<file path="config.mk">
export PLATFORM = sky130hd
export DESIGN_NAME = uart_reg_if
export DESIGN_NICKNAME = d
export VERILOG_FILES = /design/src/rtl/uart_reg_if.sv
export SDC_FILE = /design/constraint.sdc
export NUM_CORES = 1
export LEC_CHECK = 0
export ABC_AREA = 1
export ABC_CLOCK_PERIOD_IN_PS = 1500
export CAP_MARGIN = 40
export CORE_AREA = 10 10 116 87
export CTS_CLUSTER_SIZE = 14
export DETAILED_ROUTE_END_ITERATION = 16
export DIE_AREA = 0 0 126 97
export PLACE_DENSITY = 0.62
export SYNTH_ARGS = -nofsm -noshare
export SYNTH_HDL_FRONTEND = slang
export SYNTH_SLANG_ARGS = --single-unit
</file>
<file path="constraint.sdc">
create_clock -name clk -period 1.5 [get_ports clk]
set_clock_uncertainty 0.2 [all_clocks]
set_input_delay 0.3 -clock clk [delete_from_list [all_inputs] [get_ports clk]]
set_output_delay 0.3 -clock clk [all_outputs]
set_load 0.02 [all_outputs]
</file>
<file path="src/rtl/uart_reg_if.sv">
// uart_reg_if: 16550-style host register front end for the tx_rx UART core.
// Ports: host bus (addr/wr_en/rd_en/wdata/rdata/irq), core config and status.
module uart_reg_if #(
    parameter logic [7:0] DLL_RST   = 8'h01,
    parameter logic [7:0] DLM_RST   = 8'h00,
    parameter int         BUSY_WAIT = 2
) (
    input  logic        clk,
    input  logic        rst,
    input  logic [2:0]  addr,
    input  logic        wr_en,
    input  logic        rd_en,
    input  logic [7:0]  wdata,
    output logic [7:0]  rdata,
    output logic        irq,
    output logic [1:0]  word_length,
    output logic        stop_bits,
    output logic [2:0]  parity,
    output logic        set_break,
    output logic [15:0] baud_rate_cnt,
    output logic [7:0]  pi_tx_data,
    output logic        write_flag,
    output logic        read_flag,
    input  logic [7:0]  po_rx_data,
    input  logic        parity_error,
    input  logic        data_ready,
    input  logic        busy_flag
);

    localparam int CW = (BUSY_WAIT > 1) ? $clog2(BUSY_WAIT) : 1;

    typedef enum logic [1:0] {
        IDLE,
        PEND,
        WAIT
    } tx_state_t;

    tx_state_t state, state_nxt;
    logic [CW-1:0] wait_cnt, wait_cnt_nxt;
    logic          wf_nxt;

    logic [7:0] lcr, dll, dlm, scr;
    logic [2:0] ier;
    logic       pe;
    logic       thre_int;
    logic       thre_prev;

    logic       dlab;
    logic       thre, temt;
    logic [7:0] lsr, iir, rd_mux;
    logic       thr_wr, rbr_rd, lsr_rd, iir_rd;

    assign dlab = lcr[7];
    assign thre = (state == IDLE);
    assign temt = thre & ~busy_flag;
    assign lsr  = {1'b0, temt, thre, 2'b00, pe, 1'b0, data_ready};

    assign thr_wr = wr_en & (addr == 3'd0) & ~dlab;
    assign rbr_rd = rd_en & (addr == 3'd0) & ~dlab;
    assign lsr_rd = rd_en & (addr == 3'd5);
    assign iir_rd = rd_en & (addr == 3'd2);

    assign word_length   = lcr[1:0];
    assign stop_bits     = lcr[2];
    assign parity        = lcr[5:3];
    assign set_break     = lcr[6];
    assign baud_rate_cnt = {dlm, dll};

    always_comb begin
        iir = 8'h01;
        if (pe & ier[2])
            iir = 8'h06;
        else if (data_ready & ier[0])
            iir = 8'h04;
        else if (thre_int & ier[1])
            iir = 8'h02;
    end

    // Reads see register values from before any same-cycle write.
    always_comb begin
        rd_mux = 8'h00;
        unique case (addr)
            3'd0:    rd_mux = dlab ? dll : po_rx_data;
            3'd1:    rd_mux = dlab ? dlm : {5'b0, ier};
            3'd2:    rd_mux = iir;
            3'd3:    rd_mux = lcr;
            3'd5:    rd_mux = lsr;
            3'd7:    rd_mux = scr;
            default: rd_mux = 8'h00;
        endcase
    end

    always_comb begin
        state_nxt    = state;
        wait_cnt_nxt = wait_cnt;
        wf_nxt       = 1'b0;
        unique case (state)
            IDLE: begin
                if (thr_wr)
                    state_nxt = PEND;
            end
            PEND: begin
                if (!busy_flag) begin
                    wf_nxt       = 1'b1;
                    state_nxt    = WAIT;
                    wait_cnt_nxt = '0;
                end
            end
            WAIT: begin
                // Leave once the core shows busy, or give up after BUSY_WAIT cycles.
                if (busy_flag || wait_cnt == CW'(BUSY_WAIT - 1))
                    state_nxt = IDLE;
                else
                    wait_cnt_nxt = wait_cnt + 1'b1;
            end
            default: state_nxt = IDLE;
        endcase
    end

    always_ff @(posedge clk) begin
        if (rst) begin
            state      <= IDLE;
            wait_cnt   <= '0;
            lcr        <= 8'h03;
            dll        <= DLL_RST;
            dlm        <= DLM_RST;
            ier        <= 3'b000;
            scr        <= 8'h00;
            rdata      <= 8'h00;
            irq        <= 1'b0;
            write_flag <= 1'b0;
            read_flag  <= 1'b0;
            pi_tx_data <= 8'h00;
            pe         <= 1'b0;
            thre_int   <= 1'b0;
            thre_prev  <= 1'b1;
        end else begin
            state      <= state_nxt;
            wait_cnt   <= wait_cnt_nxt;
            write_flag <= wf_nxt;
            read_flag  <= rbr_rd;
            irq        <= ~iir[0];
            thre_prev  <= thre;

            if (rd_en)
                rdata <= rd_mux;

            if (wr_en) begin
                unique case (addr)
                    3'd0:    if (dlab) dll <= wdata;
                    3'd1:    if (dlab) dlm <= wdata; else ier <= wdata[2:0];
                    3'd3:    lcr <= wdata;
                    3'd7:    scr <= wdata;
                    default: ;
                endcase
            end

            // A THR write in WAIT is dropped; in PEND it replaces the byte.
            if (thr_wr && state != WAIT)
                pi_tx_data <= wdata;

            // Set beats the read-clear when both land together.
            pe <= (pe & ~lsr_rd) | (parity_error & data_ready);

            // A THR write both consumes the interrupt and refills the holding reg.
            thre_int <= ((thre_int & ~(iir_rd & iir == 8'h02))
                         | (thre & ~thre_prev)) & ~thr_wr;
        end
    end

endmodule

</file>
==> summary.txt <==
Route
  – Via count: 2953
  – Routed Antenna Nets: 0
  – Via density: 4.78
  – WL final: 9440 um
  – First drt pass iteration count: 4
  – # DRC: 0
  – Iter 0 DRT Violations: 204
  – DR WL/cell: 15.3 um

Logic synthesis
  – Mapped Area: 2780 um2
  – Largest family of logic cells by synthesized area: simple AND/OR/NAND/NOR gates
  – Avg Inst Size Synth: 7.01 um2
  – Yosys warning total: 0
  – Yosys top cell area share: 43.2%
  – Synth cell types: 27
  – Simple-Gate Fraction of Synth Area: 31.6%
  – Ys async rst share: 0%
  – Synthesized net count: 422
  – Xor/xnor cell area share of the yosys netlist: 0%
  – Synth area leader: dfxtp_1
  – Mapped Cells: 396
  – Synth Flop Type: dfxtp_1
  – Top area cells in the synthesized netlist: dfxtp_1 (43%), nand2_1 (12%), o21ai_0 (8.8%)
  – Mux cell area share after synthesis: 0%
  – Post-synth EDFFs: 0
  – Synth Area in Compound Gates: 14.4%
  – Register area share after synthesis: 43.2%
  – Synth Area in Adders: 0%
  – Top-count cell post-synth: nand2_1
  – Post-synth top cells: nand2_1 (92), nor2_1 (65), dfxtp_1 (60)
  – Synthesized flop and latch total: 60

Floorplan
  – Core Rows: 27
  – Die Footprint: 12200 um2
  – Die Wd: 126 um
  – Core area: 7770 um2
  – Initial Utilization: 35.7%
  – Top-level port count: 68
  – Die Ht: 97 um

Power and ir drop
  – Max IR drop VDD: 0.497 mV
  – PD cells: 1050 nW/um2
  – Leakage Power: 0.00192 uW
  – Cell Int Power: 3350 uW
  – Flop pwr share: 37.9%
  – NetSw: 1030 uW
  – Clock Power Share: 50.6%
  – Switching part of the total: 23.5%
  – Logic pwr share: 11.4%

Critical path
  – Critical Path Start Type: input port
  – Critical path fanouts, max: 6
  – Required @ worst endpoint: 1.57 ns
  – Crit path DAT: 1.54 ns
  – CP Capture Type: flop
  – CP Class: in -> reg

Global route
  – Pin count of the biggest net entering global routing: 25
  – Antenna violations before repair: 0
  – Total gr overflow: 0
  – Vias in the first global route: 2970
  – First-pass GRT wire length: 15200 um
  – GRT Overall Usage: 15.3%

Timing
  – Normalized max-slew margin: 73.7%
  – Final WS setup: 0.0292 ns
  – Crit path time final: 1.47 ns
  – Final hold violations: 0
  – Worst-margin pin slew: 0.394 ns
  – RSZ-0062 raised after global routing: yes
  – Tcrit/Tclk final: 98.1%
  – Count of pins over their slew limit: 0
  – Count of final setup violators: 0
  – Fmax: 0.680 GHz

Finish
  – Layout cells sized above 1: 26.3%
  – Fin util: 53.8%
  – Multi-input gate area: 1330 um2
  – # fillers: 770
  – Final net count: 538
  – P&R area growth vs syn: 50.6%
  – Cell area after layout: 4180 um2
  – Register area: 1200 um2
  – ANT cells: 0

Placed design
  – Placed cell area: 3810 um2
  – PortBufs: 67
  – Pre-CTS setup slack: -0.546 ns
  – DP HPWL: 6810 um
  – Final Wtd Congestion: 0.944

Clock network
  – Reg clk slew, reported paths: 0.05 ns
  – CTS Buffer Depth: 2
  – Worst-Skew Late Latency: 0.33 ns
  – Cts hold-fix bufs: 0
  – Clk root buf: clkbuf_16
  – CTS tree: done
  – TritonCTS Buffers: 9
  – Clock sinks: 60
  – H-Tree Depth: 3

Status
  – Status: finished clean

Min path
  – Hold Path Class: reg -> reg

Job
  – Max-Cap Viols: 0
==> cells by family after synthesis <==
| family | Yosys count |
|---|---|
| flops | 60 |
| simple gates | 198 |
| compound gates | 80 |
| buf+inv | 58 |
==> area by class of cell <==
type | instances | area share (%)
Clock inverter | 4 | 1.73
Tap cell | 101 | 3.02
Multi-Input combinational cell | 279 | 31.7
Timing Repair inverter | 2 | 0.359
Sequential cell | 60 | 28.7
Timing Repair Buffer | 122 | 24.4
Inverter | 38 | 4.16
Clock buffer | 12 | 5.89
==> flip-flops by register name, summed over array words and instances, names as in the netlist, 2 cells and up <==
signal and cells:
dlm 8, pi_tx_data 8, state 2, scr 8, lcr 8, ier 3
dll 8, rdata 8
==> cell usage in the layout, fill, tap and decap left out, drive strengths merged <==
cell	count
bufinv	2
clkbuf	37
nand3	23
o21ai	54
nor2	72
nand2	98
dlygate4sd2	3
nand4	3
clkdlybuf4s15	17
buf	56
nor3	2
a21oi	26
dfxtp	60
clkinvlp	1
clkinv	4
nor4	1
clkdlybuf4s50	21
inv	37
==> path summary, 6_finish.rpt <==
kind | from | endpoint | slack, ns | cells past startpoint
min | state[1] | state[0] | 0.22 | 1
max reg2reg | lcr[7] | pi_tx_data[2] | 0.05 | 7
max | wr_en | lcr[2] | 0.03 | 7
min reg2reg | state[1] | state[0] | 0.22 | 1
==> worst max-delay path: stages <==
cell	delay, ns
dlygate4sd2_1	0.36
inv_1	0.20
nor2_4	0.27
buf_4	0.16
buf_4	0.09
o21ai_0	0.06
nor2_1	0.09
==> per-stage QoR <==
stage / total power [uW] / setup TNS (ns) / std cells / hold WS, ns
6_report: 4380 / 0 / 618 / 0.223
5_1_grt: 4530 / -0.0653 / 618 / 0.238
4_1_cts: 4400 / 0 / 614 / 0.225
3_5_place_dp: 2170 / -23.59 / 589 / 0.220
3_3_place_gp: 2170 / -22.20 / 589 / 0.214
2_1_floorplan: 1930 / 0 / 396 / 0.169
==> power groups by stage <==
stage | Sequential, uW | Clock (uW) | Combinational [uW]
global placement | 1700 | 0 | 472
global route | 1670 | 2320 | 546
CTS | 1660 | 2250 | 488
detailed placement | 1690 | 0 | 476
finish | 1660 | 2220 | 500
floorplan | 1710 | 0 | 211
==> layer usage <==
metal | vias to the layer above | track usage [%] | wire (um)
li1 | 1499 | - | -
met4 | 0 | 4.25 | 137
met2 | 85 | 24.6 | 4420
met5 | - | 0 | 0
met3 | 12 | 6.80 | 683
met1 | 1357 | 17.9 | 4210
==> what timing repair did <==
item                                    4_1_cts  5_1_grt
endpoints found under the setup margin       95       61
endpoints found under the hold margin         0        0
gates cloned                                  1        2
pin swaps                                     5       10
setup buffers                                 8        3
resized for setup                           102       57
Note: power is estimated with default switching activity, not from simulation.
